<file path="src/rtl/t02_mem_arbiter_if.sv">
// -----------------------------------------------------------------------------
// t02_mem_arbiter_if
// Bus bundle between the CPU fetch/data ports, the shared RAM port and the
// t02_mem_arbiter that multiplexes them.
//
// Signals:
//   imemRen, imemaddr              fetch request / address (held until i_ready)
//   dmmRen, dmmWen, dmmaddr,       data read / write request, address and
//   dmmstore                       store data (held until d_ready)
//   busy_o, ramload                RAM busy flag and read data
//   i_ready, d_ready               one-cycle completion pulses
//   Ren, Wen, ramaddr, ramstore    registered RAM command
//   imemload, dmmload              registered load data
//   timeout_err                    sticky access-timeout flag
//
// Modports:
//   slave  - the arbiter's view (requests and RAM status in, commands out)
//   master - the environment's view (CPU + RAM side)
// -----------------------------------------------------------------------------
interface t02_mem_arbiter_if #(
    parameter int unsigned ADDR_W = 32,
    parameter int unsigned DATA_W = 32
);
    logic              imemRen;
    logic [ADDR_W-1:0] imemaddr;
    logic              dmmRen;
    logic              dmmWen;
    logic [ADDR_W-1:0] dmmaddr;
    logic [DATA_W-1:0] dmmstore;
    logic              busy_o;
    logic [DATA_W-1:0] ramload;
    logic              i_ready;
    logic              d_ready;
    logic              Ren;
    logic              Wen;
    logic [ADDR_W-1:0] ramaddr;
    logic [DATA_W-1:0] ramstore;
    logic [DATA_W-1:0] imemload;
    logic [DATA_W-1:0] dmmload;
    logic              timeout_err;

    modport slave (
        input  imemRen, imemaddr, dmmRen, dmmWen, dmmaddr, dmmstore,
        input  busy_o, ramload,
        output i_ready, d_ready, Ren, Wen, ramaddr, ramstore,
        output imemload, dmmload, timeout_err
    );

    modport master (
        output imemRen, imemaddr, dmmRen, dmmWen, dmmaddr, dmmstore,
        output busy_o, ramload,
        input  i_ready, d_ready, Ren, Wen, ramaddr, ramstore,
        input  imemload, dmmload, timeout_err
    );
endinterface

</file>
<file path="src/rtl/t02_mem_arbiter.sv">
// -----------------------------------------------------------------------------
// t02_mem_arbiter
// Registered arbiter between the CPU instruction-fetch port, the CPU data port
// and one shared RAM port. A 3-state FSM (IDLE -> ACCESS -> DONE) grants one
// request at a time, latching owner, operation, address and store data so the
// RAM sees stable values for the whole access. Data requests win over fetches
// (read before write); a starvation counter promotes a fetch that has been
// held off for STARVE_LIMIT consecutive data grants.
//
// Ports:
//   CLK   - system clock, rising edge
//   nRST  - asynchronous active-low reset
//   bus   - t02_mem_arbiter_if.slave bundle (requests, RAM port, ready pulses,
//           load registers, timeout_err)
//
// Parameters:
//   ADDR_W, DATA_W  - bus widths (must match the interface instance)
//   STARVE_LIMIT    - data grants tolerated while a fetch waits; 0 disables
//   TIMEOUT_CYCLES  - ACCESS cycle limit, only with T02_MEM_ARB_TIMEOUT_EN
//
// Optional feature: define T02_MEM_ARB_TIMEOUT_EN to abort accesses that stay
// busy for TIMEOUT_CYCLES ACCESS cycles and raise sticky timeout_err. Without
// it the FSM waits on busy_o indefinitely and timeout_err is tied to 0.
// -----------------------------------------------------------------------------
module t02_mem_arbiter #(
    parameter int unsigned ADDR_W         = 32,
    parameter int unsigned DATA_W         = 32,
    parameter int unsigned STARVE_LIMIT   = 4,
    parameter int unsigned TIMEOUT_CYCLES = 255
) (
    input  logic             CLK,
    input  logic             nRST,
    t02_mem_arbiter_if.slave bus
);
    typedef enum logic [1:0] {
        IDLE   = 2'd0,
        ACCESS = 2'd1,
        DONE   = 2'd2
    } state_t;

    typedef enum logic {
        OWN_FETCH = 1'b0,
        OWN_DATA  = 1'b1
    } owner_t;

    // A zero limit still needs a 1-bit counter so the logic elaborates.
    localparam int unsigned     SC_W       = (STARVE_LIMIT > 0) ? $clog2(STARVE_LIMIT + 1) : 1;
    localparam logic [SC_W-1:0] SC_MAX     = SC_W'(STARVE_LIMIT);
    localparam logic            PROMOTE_EN = (STARVE_LIMIT > 0);

    state_t          state;
    owner_t          owner;
    logic            op_wr;       // latched operation: 1 = write
    logic            first;       // first ACCESS cycle, busy_o not yet valid
    logic [SC_W-1:0] starve_cnt;

    owner_t grant_owner;
    logic   grant_wr;
    logic   grant_any;
    logic   promote;
    logic   access_end;
    logic   access_abort;

    // Grant selection and normal end-of-access detection.
    always_comb begin
        // NOTE: every output gets a default before any branch, so no path can
        // leave a value unassigned and infer a latch.
        grant_owner = OWN_FETCH;
        grant_wr    = 1'b0;
        grant_any   = bus.imemRen | bus.dmmRen | bus.dmmWen;
        promote     = PROMOTE_EN && bus.imemRen && (starve_cnt >= SC_MAX);
        if (!promote) begin
            if (bus.dmmRen) begin
                grant_owner = OWN_DATA;
            end else if (bus.dmmWen) begin
                grant_owner = OWN_DATA;
                grant_wr    = 1'b1;
            end
        end
        access_end = (state == ACCESS) && !first && !bus.busy_o;
    end

`ifdef T02_MEM_ARB_TIMEOUT_EN
    localparam int unsigned     TO_W    = $clog2(TIMEOUT_CYCLES + 1);
    localparam logic [TO_W-1:0] TO_LAST = TO_W'(TIMEOUT_CYCLES - 1);

    logic [TO_W-1:0] to_cnt;      // ACCESS cycles already completed

    // During the TIMEOUT_CYCLES-th ACCESS cycle to_cnt equals TIMEOUT_CYCLES-1;
    // if the RAM has not finished by that edge the access is abandoned.
    assign access_abort = (state == ACCESS) && !access_end && (to_cnt == TO_LAST);

    always_ff @(posedge CLK or negedge nRST) begin
        if (!nRST) begin
            to_cnt          <= '0;
            bus.timeout_err <= 1'b0;
        end else begin
            to_cnt <= (state == ACCESS && !access_end && !access_abort) ? to_cnt + 1'b1 : '0;
            if (access_abort) begin
                bus.timeout_err <= 1'b1;
            end
        end
    end
`else
    assign access_abort    = 1'b0;
    assign bus.timeout_err = 1'b0;
`endif

    // Main FSM with all RAM-side and CPU-side outputs registered.
    always_ff @(posedge CLK or negedge nRST) begin
        // NOTE: the load registers are reset along with the control state so
        // every output reads 0 after reset and an abandoned access leaves no
        // stale data behind.
        if (!nRST) begin
            state        <= IDLE;
            owner        <= OWN_FETCH;
            op_wr        <= 1'b0;
            first        <= 1'b0;
            starve_cnt   <= '0;
            bus.i_ready  <= 1'b0;
            bus.d_ready  <= 1'b0;
            bus.Ren      <= 1'b0;
            bus.Wen      <= 1'b0;
            bus.ramaddr  <= '0;
            bus.ramstore <= '0;
            bus.imemload <= '0;
            bus.dmmload  <= '0;
        end else begin
            // NOTE: non-blocking assignments throughout, so every branch sees
            // the pre-edge register values regardless of statement order.
            bus.i_ready <= 1'b0;
            bus.d_ready <= 1'b0;

            case (state)
                IDLE: begin
                    if (grant_any) begin
                        owner <= grant_owner;
                        op_wr <= grant_wr;
                        first <= 1'b1;
                        state <= ACCESS;
                        if (grant_owner == OWN_DATA) begin
                            bus.ramaddr <= bus.dmmaddr;
                            bus.Ren     <= !grant_wr;
                            bus.Wen     <= grant_wr;
                            if (grant_wr) begin
                                bus.ramstore <= bus.dmmstore;
                            end
                        end else begin
                            bus.ramaddr <= bus.imemaddr;
                            bus.Ren     <= 1'b1;
                            bus.Wen     <= 1'b0;
                        end
                    end
                    // A pending fetch counts the data grants that overtake it.
                    if (!bus.imemRen || grant_owner == OWN_FETCH) begin
                        starve_cnt <= '0;
                    end else if (starve_cnt != SC_MAX) begin
                        starve_cnt <= starve_cnt + 1'b1;
                    end
                end

                ACCESS: begin
                    first <= 1'b0;
                    if (access_end || access_abort) begin
                        state       <= DONE;
                        bus.Ren     <= 1'b0;
                        bus.Wen     <= 1'b0;
                        bus.ramaddr <= {ADDR_W{1'b0}};
                        // Ready only goes to a requester that is still waiting;
                        // the load register is updated either way.
                        if (owner == OWN_FETCH) begin
                            bus.i_ready  <= bus.imemRen;
                            bus.imemload <= access_abort ? {DATA_W{1'b0}} : bus.ramload;
                        end else begin
                            bus.d_ready <= op_wr ? bus.dmmWen : bus.dmmRen;
                            if (!op_wr) begin
                                bus.dmmload <= access_abort ? {DATA_W{1'b0}} : bus.ramload;
                            end
                        end
                    end
                end

                DONE: begin
                    state <= IDLE;
                end

                default: begin
                    state <= IDLE;
                end
            endcase
        end
    end
endmodule

</file>
<file path="src/flat_wrapper.sv">
// flat-port wrapper written by rule: the top's interface ports become plain ports
module t02_mem_arbiter_flat 
#(
    parameter int unsigned ADDR_W         = 32,
    parameter int unsigned DATA_W         = 32,
    parameter int unsigned STARVE_LIMIT   = 4,
    parameter int unsigned TIMEOUT_CYCLES = 255
)
  (CLK, nRST, bus_imemRen, bus_imemaddr, bus_dmmRen, bus_dmmWen, bus_dmmaddr, bus_dmmstore, bus_busy_o, bus_ramload, bus_i_ready, bus_d_ready, bus_Ren, bus_Wen, bus_ramaddr, bus_ramstore, bus_imemload, bus_dmmload, bus_timeout_err);
  t02_mem_arbiter_if #(.ADDR_W(ADDR_W), .DATA_W(DATA_W)) bus_i ();
  input  logic CLK;
  input  logic nRST;
  input wire logic [$bits(bus_i.imemRen)-1:0] bus_imemRen;
  input wire logic [$bits(bus_i.imemaddr)-1:0] bus_imemaddr;
  input wire logic [$bits(bus_i.dmmRen)-1:0] bus_dmmRen;
  input wire logic [$bits(bus_i.dmmWen)-1:0] bus_dmmWen;
  input wire logic [$bits(bus_i.dmmaddr)-1:0] bus_dmmaddr;
  input wire logic [$bits(bus_i.dmmstore)-1:0] bus_dmmstore;
  input wire logic [$bits(bus_i.busy_o)-1:0] bus_busy_o;
  input wire logic [$bits(bus_i.ramload)-1:0] bus_ramload;
  output wire logic [$bits(bus_i.i_ready)-1:0] bus_i_ready;
  output wire logic [$bits(bus_i.d_ready)-1:0] bus_d_ready;
  output wire logic [$bits(bus_i.Ren)-1:0] bus_Ren;
  output wire logic [$bits(bus_i.Wen)-1:0] bus_Wen;
  output wire logic [$bits(bus_i.ramaddr)-1:0] bus_ramaddr;
  output wire logic [$bits(bus_i.ramstore)-1:0] bus_ramstore;
  output wire logic [$bits(bus_i.imemload)-1:0] bus_imemload;
  output wire logic [$bits(bus_i.dmmload)-1:0] bus_dmmload;
  output wire logic [$bits(bus_i.timeout_err)-1:0] bus_timeout_err;
  assign bus_i.imemRen = bus_imemRen;
  assign bus_i.imemaddr = bus_imemaddr;
  assign bus_i.dmmRen = bus_dmmRen;
  assign bus_i.dmmWen = bus_dmmWen;
  assign bus_i.dmmaddr = bus_dmmaddr;
  assign bus_i.dmmstore = bus_dmmstore;
  assign bus_i.busy_o = bus_busy_o;
  assign bus_i.ramload = bus_ramload;
  assign bus_i_ready = bus_i.i_ready;
  assign bus_d_ready = bus_i.d_ready;
  assign bus_Ren = bus_i.Ren;
  assign bus_Wen = bus_i.Wen;
  assign bus_ramaddr = bus_i.ramaddr;
  assign bus_ramstore = bus_i.ramstore;
  assign bus_imemload = bus_i.imemload;
  assign bus_dmmload = bus_i.dmmload;
  assign bus_timeout_err = bus_i.timeout_err;
  t02_mem_arbiter #(.ADDR_W(ADDR_W), .DATA_W(DATA_W), .STARVE_LIMIT(STARVE_LIMIT), .TIMEOUT_CYCLES(TIMEOUT_CYCLES)) u_core (.CLK(CLK), .nRST(nRST), .bus(bus_i));
endmodule
</file>
<file path="config.mk">
export PLATFORM = sky130hd
export DESIGN_NAME = t02_mem_arbiter_flat
export DESIGN_NICKNAME = d
export VERILOG_FILES = /design/src/rtl/t02_mem_arbiter_if.sv /design/src/rtl/t02_mem_arbiter.sv /design/src/flat_wrapper.sv
export SDC_FILE = /design/constraint.sdc
export NUM_CORES = 1
export LEC_CHECK = 0
export ABC_AREA = 1
export CORE_MARGIN = 3
export CORE_UTILIZATION = 45
export CTS_BUF_LIST = sky130_fd_sc_hd__clkbuf_8 sky130_fd_sc_hd__clkbuf_16
export DETAILED_ROUTE_END_ITERATION = 8
export PLACE_DENSITY = 0.86
export REMOVE_ABC_BUFFERS = 1
export SLEW_MARGIN = 20
export SYNTH_ARGS = -nofsm -noshare
export SYNTH_HDL_FRONTEND = slang
export SYNTH_SLANG_ARGS = --single-unit
</file>
<file path="constraint.sdc">
create_clock -name CLK -period 3.2 [get_ports CLK]
set_input_delay 0.96 -clock CLK [delete_from_list [all_inputs] [get_ports CLK]]
set_output_delay 0.96 -clock CLK [all_outputs]
set_load 0.05 [all_outputs]
</file>
Word level (Yosys, flattened, before mapping):

Index checks and enable logic that the tools add are counted.

* register bits after elaboration: 140
* input bits: 134
* output and inout bits: 133
* logic and storage cells: 73

* add/subtract/negate cells: 1
* magnitude comparators: 1
* equality and inequality tests: 4
* muxes and demuxes: 30
* bitwise operators: 5
* reductions and logical operators: 19

Operators with widths (count)
* 32-bit 2-to-1 mux: 3
* 32-bit one-hot mux with 2 select lines: 1
* 1-bit 2-to-1 mux: 18
* 2-bit AND reduction: 4
* 4-bit AND reduction: 2
* 3-bit 2-to-1 mux: 2
* 1-bit one-hot mux with 2 select lines: 3
* 3-bit AND reduction: 2
* 1-bit zero test: 4
* 2-bit 2-to-1 mux: 2
* 2-bit by 1-bit != test with 1-bit output (second input constant): 2
* 2-bit one-hot mux with 2 select lines: 1
* 2-bit nonzero test: 2
* 3-bit by 1-bit adder with 3-bit output (second input constant): 1
* 3-bit >= comparator (second input constant): 1
* 1-bit logical AND: 3
* 3-bit != test (second input constant): 1
* 1-bit inverter: 3
* 2-bit by 1-bit == test with 1-bit output (second input constant): 1
* 2-bit zero test: 1
* 1-bit bitwise OR: 2
* 1-bit logical OR: 1

Longest topological paths before layout:

Gate-level depths: netlist of run 1.

* depth in word-level cells: 7
* mapped depth: 8
* depth with buffers taken out: 6

Least setup slack after synthesis of run 1:

No wires, ideal clock.

* kind: input -> register
* start: input bus_imemRen
* end: register u_core.bus.ramstore[0]
* setup time: 119 ps
* arrival: 1764 ps
* data required time: 3081 ps
* slack: 1316 ps
* stages: 7
* path buffers: 1
* cell sequence: nand2_2 inv_1 nor3_4 nand2_2 buf_2 nand2_1 nand2_1

* cells in the longest elaborated chain, start to end: 3
* elaborated cells between the ends (all ways): 6
* those cells by class: mux: 2; bitwise: 2; reduce/logical: 2

Ends and longest elaborated chain
* from (decl): RTL line flat_wrapper.sv:13 `input wire logic [$bits(bus_i.imemRen)-1:0] bus_imemRen;`
* 1-bit bitwise OR or 1-bit logical AND (tied branches): RTL line t02_mem_arbiter.sv:70, t02_mem_arbiter.sv:71
* 1-bit bitwise OR or 1-bit 2-to-1 mux (tied branches): RTL line t02_mem_arbiter.sv:70, t02_mem_arbiter.sv:72
* 4-bit AND reduction (no source line) *
* to (signal assigned): RTL line t02_mem_arbiter.sv:146 `bus.ramstore <= bus.dmmstore;`
* to (decl): RTL line t02_mem_arbiter_if.sv:45 `output i_ready, d_ready, Ren, Wen, ramaddr, ramstore,`

Mark *: on every way between the ends. The rest lies on a longest branch, timed or not.
A chain may end at the register's enable or synchronous reset.

Worst setup path in the final report of run 1:

* start: register u_core.bus.dmmload[5]
* end: output bus_dmmload[5]

RTL lines
* from (decl): RTL line t02_mem_arbiter_if.sv:46 `output imemload, dmmload, timeout_err`
* from (signal assigned): RTL line t02_mem_arbiter.sv:177 `bus.dmmload <= access_abort ? {DATA_W{1'b0}} : bus.ramload;`
* to (decl): RTL line flat_wrapper.sv:28 `output wire logic [$bits(bus_i.dmmload)-1:0] bus_dmmload;`

No word-level cell between the ends.

==> results of run 1 <==
-- metal layers --
metal  track usage (%)  vias to the layer above  wire length (um)
li1                  -                     2597                 -
met1              26.8                     2473              6340
met2              38.4                      183              8230
met3              6.79                       33              1060
met4              9.66                        0               441
met5                 0                        -                 0
-- worst reg2reg max path: stages (launching register included) --
cell	delay (ns)
dfrtp_1	0.40
nor2_2	0.28
inv_2	0.10
a21oi_4	0.18
nand2_2	0.39
nand2_1	0.21
nand2_1	0.06
-- final cells by class --
cell class | count | share of cell area, %
Sequential cell | 140 | 38.0
Clock buffer | 20 | 5.06
Timing Repair Buffer | 273 | 29.9
Inverter | 87 | 3.54
Tap cell | 172 | 2.34
Multi-Input combinational cell | 402 | 19.8
Clock inverter | 11 | 1.37
-- placed cells by master, fill, tap and decap left out --
cell / count
nand3_1: 51
buf_6: 1
inv_1: 87
o21ai_4: 1
clkinv_2: 5
o22ai_1: 1
nor2_4: 1
conb_1: 1
nand2_1: 204
nor2_1: 5
nor3_4: 1
buf_4: 5
inv_2: 3
nor2_2: 1
buf_12: 3
nand2_2: 4
nand3_4: 1
o21ai_0: 74
clkdlybuf4s50_1: 264
nor4_1: 1
clkbuf_16: 17
nand4_1: 1
a21oi_4: 1
dfrtp_1: 140
ha_1: 2
bufinv_16: 3
clkbuf_8: 3
o21ai_1: 52
-- power breakdown --
group	switching, mW	total [mW]	internal, mW
Sequential	0.445	3.01	2.56
Combinational	3.98	5.81	1.83
Clock	0.690	1.96	1.27
Total	5.11	10.8	5.66
-- flip-flops by register name (all words and copies together) (netlist names) --
register	count
u_core.bus.Ren	1
u_core.starve_cnt	3
u_core.bus.d_ready	1
u_core.first	1
u_core.bus.ramstore	32
u_core.bus.Wen	1
u_core.bus.i_ready	1
u_core.bus.dmmload	32
u_core.op_wr	1
u_core.bus.imemload	32
u_core.owner	1
u_core.state	2
u_core.bus.ramaddr	32
-- cell usage after synthesis --
| cell type | instances | share of area [%] |
|---|---|---|
| o22ai_1 | 1 | 0.11 |
| nor3_4 | 1 | 0.28 |
| nand3_1 | 51 | 4.4 |
| clkbuf_1 | 9 | 0.58 |
| nor2_4 | 1 | 0.19 |
| a21oi_4 | 1 | 0.28 |
| buf_2 | 16 | 1.4 |
| dfrtp_1 | 140 | 60 |
| o21ai_1 | 53 | 4.5 |
| ha_1 | 2 | 0.43 |
| buf_4 | 6 | 0.77 |
| o21ai_0 | 74 | 6.3 |
| nor2_2 | 1 | 0.11 |
| conb_1 | 1 | 0.064 |
| nand2_1 | 205 | 13 |
| nand3_4 | 1 | 0.30 |
| nand2_2 | 3 | 0.32 |
| nor2_1 | 5 | 0.32 |
| inv_2 | 3 | 0.19 |
| inv_1 | 84 | 5.4 |
| nor4_1 | 1 | 0.11 |
| buf_6 | 4 | 0.77 |
| nand4_1 | 1 | 0.11 |
-- through the flow --
step / cells / setup WS [ns] / hold WS (ns) / utilization, % / power [mW]
6_report: 1105 / 0.618 / 0.467 / 72.7 / 10.8
5_1_grt: 1105 / 0.580 / 0.485 / 72.7 / 11.3
4_1_cts: 1105 / 0.596 / 0.472 / 72.7 / 10.9
2_1_floorplan: 629 / 0.191 / 0.486 / - / 6.63
3_5_place_dp: 1074 / 0.402 / 0.458 / 68.1 / 8.84
3_3_place_gp: 1074 / 0.447 / 0.454 / 68.1 / 8.73
-- cell families (layout without fill, tap and decap cells) --
logic type | after synthesis | in the layout | synth area share [%]
other | 1 | 1 | 0.0641
buffers and inverters | 122 | 391 | 9.07
adder cells (fa/ha/maj) | 2 | 2 | 0.428
AO/OA/AOI/OAI | 129 | 129 | 11.3
flip-flops | 140 | 140 | 59.9
AND/OR/NAND/NOR | 270 | 270 | 19.3
-- how the worst max path moves through the flow --
stage | endpoint | slack [ns] | startpoint | depth (start not counted)
3_3_place_gp | u_core.op_wr | 0.45 | bus_dmmRen | 5
3_5_place_dp | u_core.op_wr | 0.40 | bus_dmmRen | 5
6_report | bus_dmmload[5] | 0.62 | u_core.bus.dmmload[5] | 1
2_1_floorplan | u_core.bus.ramaddr[11] | 0.19 | bus_dmmRen | 4
4_1_cts | bus_dmmload[5] | 0.60 | u_core.bus.dmmload[5] | 1
5_1_grt | bus_Wen | 0.58 | u_core.bus.Wen | 1
==> results_dict.tcl, run 1 <==
set metrics [dict create \
    dr.pass1.iters 5 \
    dieArea_um2 14400 \
    critPathCaptureType "output port" \
    antenna_found_initial 0 \
    cpMaxStageDelayCell "clkdlybuf4s50_1" \
    cts_buffers 17 \
    p_leak_nw 4.42 \
    overflow 0 \
    hp-start "u_core.bus.ramstore[31]" \
    irDropWorstVdd_mv 0.774 \
    fmaxAchievable_mhz 387 \
    finalSetupViolCount 0 \
    cp_max_fo 2 \
    initial_core_util_pct 46.1 \
    status "completed" \
    drive_above_1_share_pct 5.36 \
    cp.required_ns 2.24 \
    fin_skew_ns 0.00593 \
    nets 1057 \
    powerDensity_nw_per_um2 1170 \
    cts-htree-levels 4 \
    cts_setup_buffers 0 \
    die_w_um 120 \
    fillers 922 \
    path_clk_slew_ns 0.05 \
    coreArea_um2 12700 \
    path_cells "clkdlybuf4s50_1" \
    cts_resized 0 \
    r2r_cells 6 \
    drtIter0Drc 405 \
    row_count 41 \
    hold_viol 0 \
    crit_family "buffers and inverters" \
    tightest_slew_ns 0.619 \
    tns_ns 0 \
    die_h_um 120 \
    wirelength_um 16100 \
    syn_inst 664 \
    regArea_um2 3500 \
    hpwl_um 11500 \
    hold_end "u_core.bus.ramstore[31]" \
    worstSetupPathType "reg2out" \
    synth_seq_cells 140 \
    reg2reg_slack_ns 1.46 \
    cp.arrival_ns 1.62 \
    dpl_cell_area_um2 8620 \
    drc 0 \
    vias_per_cell 4.78 \
    cts_sinks 140 \
    multi_input_area_um2 1830 \
    slowest_delay_ns 0.84 \
    r2r-end "u_core.bus.ramstore[29]" \
    holdPathStages 2 \
    rsz0062_at_grt "false" \
    yosys.cell_types.count 23 \
    clock_latency_ns 0.41 \
    r2r_start "u_core.state[1]" \
    antenna_left 0 \
    grt.total_usage_pct 22.6 \
    io-pin-count 267 \
    fin_area_um2 9220 \
    cts_hold_buffers 0 \
    grt_pass1_wl_um 25800 \
    maxSlewHeadroom_pct 58.6 \
    area_growth_pct 57.6 \
    route.vias.total 5286 \
    finalCritPeriodShare_pct 80.7 \
    syn_avg_cell_area_um2 8.81 \
    hp-class "reg2reg" \
    diodes 0 \
    start_kind "flop" \
    cts_tree "done" \
    cts_root_buf "clkbuf_16" \
    syn-cell-area_um2 5850 \
    cap_violations 0 \
    slew_viol_final 0 \
    fin_crit_ns 2.58 \
    wl_per_cell_um 14.5 \
    synth.yosys.seq_area_share_pct 59.9 \
    first_global_vias 5174 \
    port_buffers 265 \
    grt_max_degree 70 \
    routabilityCongestion 0.795 \
    yosys_warnings 0 \
    crit_buf_inv 1 \
    cts_buffer_depth 2 \
]
Note: power is estimated with default switching activity, not from simulation.
==> inputs of run 2 (changes only) <==
--- a/config.mk
+++ b/config.mk
@@ -7,10 +7,10 @@
 export LEC_CHECK = 0
 export ABC_AREA = 1
 export CORE_MARGIN = 3
-export CORE_UTILIZATION = 45
+export CORE_UTILIZATION = 38
 export CTS_BUF_LIST = sky130_fd_sc_hd__clkbuf_8 sky130_fd_sc_hd__clkbuf_16
 export DETAILED_ROUTE_END_ITERATION = 8
-export PLACE_DENSITY = 0.86
+export PLACE_DENSITY = 0.77
 export REMOVE_ABC_BUFFERS = 1
 export SLEW_MARGIN = 20
 export SYNTH_ARGS = -nofsm -noshare
==> constraint.sdc (replaced) <==
create_clock -name CLK -period 2.3 [get_ports CLK]
set_input_delay 0.69 -clock CLK [delete_from_list [all_inputs] [get_ports CLK]]
set_output_delay 0.69 -clock CLK [all_outputs]
set_load 0.05 [all_outputs]
==> run 2 against run 1 <==
Compared with the run above: combinational power rose by 38%; total power rose by 42%; via count fell by 0.96%; die area rose by 17%; sequential share of layout area fell by 1.6 points; highest routed layer unchanged; routed wire length rose by 1.3%; worst hold slack got worse by 0.31 ns; count of clock-buffer cells in the layout rose by 2; critical path type unchanged; global-route usage fell by 4.0 points.
==> results_dict.tcl, run 2 (synthesis gave the netlist of run 1 again) <==
set metrics [dict create \
    dr.pass1.iters 4 \
    drive_above_1_share_pct 7.32 \
    route.vias.total 5235 \
    cp_max_fo 2 \
    crit_buf_inv 1 \
    vias_per_cell 4.65 \
    area_growth_pct 64.6 \
    die_h_um 130 \
    crit_family "buffers and inverters" \
    fin_cells 1127 \
    hpwl_um 11700 \
    switchingPower_mw 7.14 \
    cts-htree-levels 4 \
    grt_use_met3_pct 6.22 \
    maxSlewHeadroom_pct 63.6 \
    grt.total_usage_pct 18.6 \
    dieArea_um2 16900 \
    path_clk_slew_ns 0.06 \
    fmaxAchievable_mhz 440 \
    cts_buffer_depth 2 \
    path_cells "clkdlybuf4s50_1" \
    powerDensity_nw_per_um2 1590 \
    wirelength_um 16300 \
    cp.required_ns 1.61 \
    antenna_left 0 \
    finalSetupViolCount 0 \
    coreArea_um2 14800 \
    first_global_vias 4949 \
    wl_per_cell_um 14.5 \
    fin_crit_ns 2.27 \
    final_common_cell "nand2_1" \
    nets 1066 \
    cts_buffers 17 \
    status "completed" \
    tns_ns 0 \
    overflow 0 \
    tightest_slew_ns 0.545 \
    cts_tree "done" \
    drtIter0Drc 260 \
    fin_skew_ns 0.00692 \
    die_w_um 130 \
    port_buffers 265 \
    drc 0 \
    slowest_delay_ns 0.83 \
    cts_root_buf "clkbuf_16" \
    fin_util_pct 65.0 \
    grt_util_met1_pct 23.4 \
    final_cell_mix "nand2_1 (204), clkdlybuf4s50_1 (170), dfrtp_1 (140)" \
    row_count 44 \
    io-pin-count 267 \
    slew_viol_final 0 \
    critPathCaptureType "output port" \
    power.internal_mw 8.12 \
    grt_max_degree 57 \
    reg2reg_slack_ns 0.76 \
    hold_viol 0 \
    routabilityCongestion 0.778 \
    start_kind "flop" \
    cts_hold_buffers 0 \
    grt_pass1_wl_um 24900 \
    cts_sinks 140 \
    cpMaxStageDelayCell "clkdlybuf4s50_1" \
    p_leak_nw 5.47 \
    grt_use_met2_pct 30.5 \
    diodes 0 \
    place_inst 1095 \
    cap_violations 0 \
    p_sw_share_pct 46.8 \
    finalCritPeriodShare_pct 98.8 \
    clkPwrFrac_pct 20.2 \
    clock_latency_ns 0.41 \
    hp-class "in2async" \
    whs_ns 0.156 \
    pwr-share-seq_pct 27.2 \
    combPwrFrac_pct 52.6 \
    initial_core_util_pct 39.5 \
    p_total_mw 15.3 \
    irDropWorstVdd_mv 0.892 \
    worstSetupPathType "reg2out" \
    antenna_found_initial 0 \
    cp.arrival_ns 1.58 \
    grt.busiest_layer "met2" \
]
-- run 2: changes by cell type in the layout (fill, tap and decap cells not counted), sizes merged --
cell	change
bufinv	+2
clkinvlp	+1
clkinv	-3
dlygate4sd2	+19
clkbuf	+2
buf	+16
dlymetal6s2s	+68
clkdlybuf4s50	-94
inv	-1
-- run 2: path summary, 6_finish.rpt --
kind	start	to	depth (start not counted)
setup / recovery	u_core.bus.imemload[20]	bus_imemload[20]	1
min in group CLK	u_core.bus.ramstore[5]	u_core.bus.ramstore[5]	2
max in group asynchronous	nRST	u_core.bus.imemload[9]	2
hold / removal	nRST	u_core.bus.ramaddr[1]	1
setup reg to reg	u_core.state[1]	u_core.bus.imemload[28]	6
hold reg to reg	u_core.bus.ramstore[5]	u_core.bus.ramstore[5]	2
-- run 2: metrics by stage --
step                cell area (um^2)  worst slack, ns
CTS                             9460         0.000266
floorplan                       5640           -0.439
detailed placement              8800            0.144
global placement                8800            0.200
finish                          9630           0.0266
global route                    9630          -0.0158
-- run 2: final cells by class --
cell class | instances | area, um^2
clock buffer | 22 | 494
clock inverter | 10 | 184
fill | 1172 | 5180
inverter | 87 | 327
multi-input combinational | 402 | 1830
sequential | 140 | 3500
tap | 184 | 230
timing repair buffer | 282 | 3060
-- run 2: layer usage --
metal  part of all wire, %  routed length (um)
met2                    50                8160
met4                   1.2                 189
met5                     0                   0
met1                    42                6760
met3                   7.3                1180
-- run 2: power by group through the flow --
stage	combinational (mW)	sequential (mW)	clock, mW
floorplan	1.48	7.75	0
global placement	8.14	4.17	0
detailed placement	8.24	4.19	0
CTS	8.14	4.18	3.14
global route	8.49	4.29	3.25
finish	8.03	4.15	3.08
-- run 2: timing repair --
item / in CTS / in global routing
pin swaps: 0 / 0
setup endpoints to repair: 19 / 68
gates cloned: 0 / 0
endpoints found under the hold margin: 0 / 0
setup buffers: 0 / 0
resized for setup: 19 / 68
==> inputs of run 3 (changes only) <==
--- a/config.mk
+++ b/config.mk
@@ -10,8 +10,10 @@
 export CORE_UTILIZATION = 38
 export CTS_BUF_LIST = sky130_fd_sc_hd__clkbuf_8 sky130_fd_sc_hd__clkbuf_16
 export DETAILED_ROUTE_END_ITERATION = 8
+export GPL_ROUTABILITY_DRIVEN = 0
 export PLACE_DENSITY = 0.77
 export REMOVE_ABC_BUFFERS = 1
+export SETUP_SLACK_MARGIN = 0.3
 export SLEW_MARGIN = 20
 export SYNTH_ARGS = -nofsm -noshare
 export SYNTH_HDL_FRONTEND = slang
==> run 3 against run 2 <==
Compared with the run above: routed wire length is 2.0% lower; clock power hardly changed; total power decreased by 3.5%; fmax increased by 15%; non-clock buffer count did not move; sequential share of layout area is 1.8 points higher; clock skew hardly changed; count of clock-buffer cells in the layout did not move; cell count did not move.
==> results_dict.tcl, run 3 (synthesis gave the netlist of run 1 again) <==
set metrics [dict create \
    cts_buffer_depth 2 \
    power.internal_mw 7.58 \
    powerDensity_nw_per_um2 1600 \
    die_h_um 130 \
    antenna_left 0 \
    cts_hold_buffers 0 \
    r2r-end "u_core.bus.imemload[28]" \
    overflow 0 \
    die_w_um 130 \
    p_total_mw 14.7 \
    r2r_start "u_core.state[1]" \
    nets 1066 \
    drc 0 \
    p_leak_nw 4.64 \
    first_global_vias 4957 \
    final_common_cell "nand2_1" \
    worstSetupPathType "reg2out" \
    dr.pass1.iters 4 \
    slew_viol_final 0 \
    status "completed" \
    crit_buf_inv 1 \
    critPathCaptureType "output port" \
    fin_crit_ns 1.97 \
    coreArea_um2 14800 \
    irDropWorstVdd_mv 0.891 \
    tns_ns 0 \
    maxSlewHeadroom_pct 64.9 \
    cap_violations 0 \
    place_ws_ns 0.144 \
    dieArea_um2 16900 \
    port_buffers 265 \
    grt_pass1_wl_um 24900 \
    area_growth_pct 57.0 \
    clkPwrFrac_pct 20.9 \
    reg2reg_slack_ns 0.78 \
    route.vias.total 5187 \
    drtIter0Drc 211 \
    rsz0062_at_grt "false" \
    cp.arrival_ns 1.28 \
    path_cells "clkdlybuf4s15_1" \
    diodes 0 \
    cts_resized 229 \
    wirelength_um 16000 \
    whs_ns 0.159 \
    vias_per_cell 4.60 \
    io-pin-count 267 \
    fin_ws_ns 0.331 \
    combPwrFrac_pct 50.7 \
    antenna_found_initial 0 \
    p_sw_share_pct 48.5 \
    cts-htree-levels 4 \
    fmaxAchievable_mhz 508 \
    r2r_cells 6 \
    final_cell_mix "nand2_1 (204), dfrtp_1 (140), clkdlybuf4s50_1 (132)" \
    slowest_delay_ns 0.52 \
    cts_setup_buffers 0 \
    cts_sinks 140 \
    hpwl_um 11700 \
    tightest_slew_ns 0.529 \
    path_clk_slew_ns 0.06 \
    initial_core_util_pct 39.5 \
    wl_per_cell_um 14.2 \
    grt.total_usage_pct 18.6 \
    hold_viol 0 \
    row_count 44 \
    clock_latency_ns 0.41 \
    finalCritPeriodShare_pct 85.6 \
    hp-class "in2async" \
    cpMaxStageDelayCell "clkdlybuf4s15_1" \
    crit_family "buffers and inverters" \
    cp.required_ns 1.61 \
    cts_root_buf "clkbuf_16" \
    cp_max_fo 2 \
    finalSetupViolCount 0 \
    drive_above_1_share_pct 15.2 \
    grt_max_degree 57 \
    pwr-share-seq_pct 28.4 \
    dpl_cell_area_um2 8800 \
    fin_area_um2 9180 \
    cts_buffers 17 \
    fillers 1256 \
    switchingPower_mw 7.14 \
    fin_skew_ns 0.00699 \
    cts_tree "done" \
    start_kind "flop" \
]
==> run 3: cell types whose count changed in the layout (fill, tap and decap cells not counted) <==
cell and delta:
clkdlybuf4s15_1 +49, dlygate4sd2_1 -17, clkdlybuf4s50_1 -38, clkbuf_2 +62, clkdlybuf4s15_2 +12, dlymetal6s2s_1 -68
==> run 3: metal layers <==
layer,wire (um),track usage (%),vias to the layer above
li1,-,-,2625
met1,6730,23.4,2368
met2,7870,30.5,178
met3,1190,6.22,16
met4,184,6.05,0
met5,0,0,-
==> run 3: through the flow <==
stage,util (%),cells
after floorplan,-,629
after global placement,59.4,1095
after detailed placement,59.4,1095
after CTS,63.8,1127
after global routing,62.0,1127
final,62.0,1127
==> run 3: power groups by stage <==
stage | clock network [mW] | logic [mW] | registers [mW]
final | 3.08 | 7.46 | 4.18
after CTS | 3.14 | 7.74 | 4.18
after detailed placement | 0 | 8.24 | 4.19
after global placement | 0 | 8.14 | 4.17
after global routing | 3.26 | 7.94 | 4.31
after floorplan | 0 | 1.48 | 7.75
==> run 3: area by class of cell <==
class | count | area [um^2] | share of cell area, %
sequential | 140 | 3500 | 38.2
timing repair buffer | 282 | 2620 | 28.5
multi-input combinational | 402 | 1830 | 19.9
clock buffer | 22 | 494 | 5.38
inverter | 87 | 327 | 3.56
tap | 184 | 230 | 2.51
clock inverter | 10 | 184 | 2.00
==> run 3: worst max-delay path by stage <==
stage	to	from	slack, ns	cells after the start
floorplan	u_core.bus.ramaddr[11]	bus_dmmRen	-0.44	4
global placement	u_core.bus.ramstore[7]	bus_dmmWen	0.20	8
detailed placement	u_core.bus.ramaddr[4]	bus_dmmWen	0.14	7
CTS	bus_ramstore[15]	u_core.bus.ramstore[15]	0.25	1
global route	bus_imemload[16]	u_core.bus.imemload[16]	0.30	1
finish	bus_ramstore[11]	u_core.bus.ramstore[11]	0.33	1
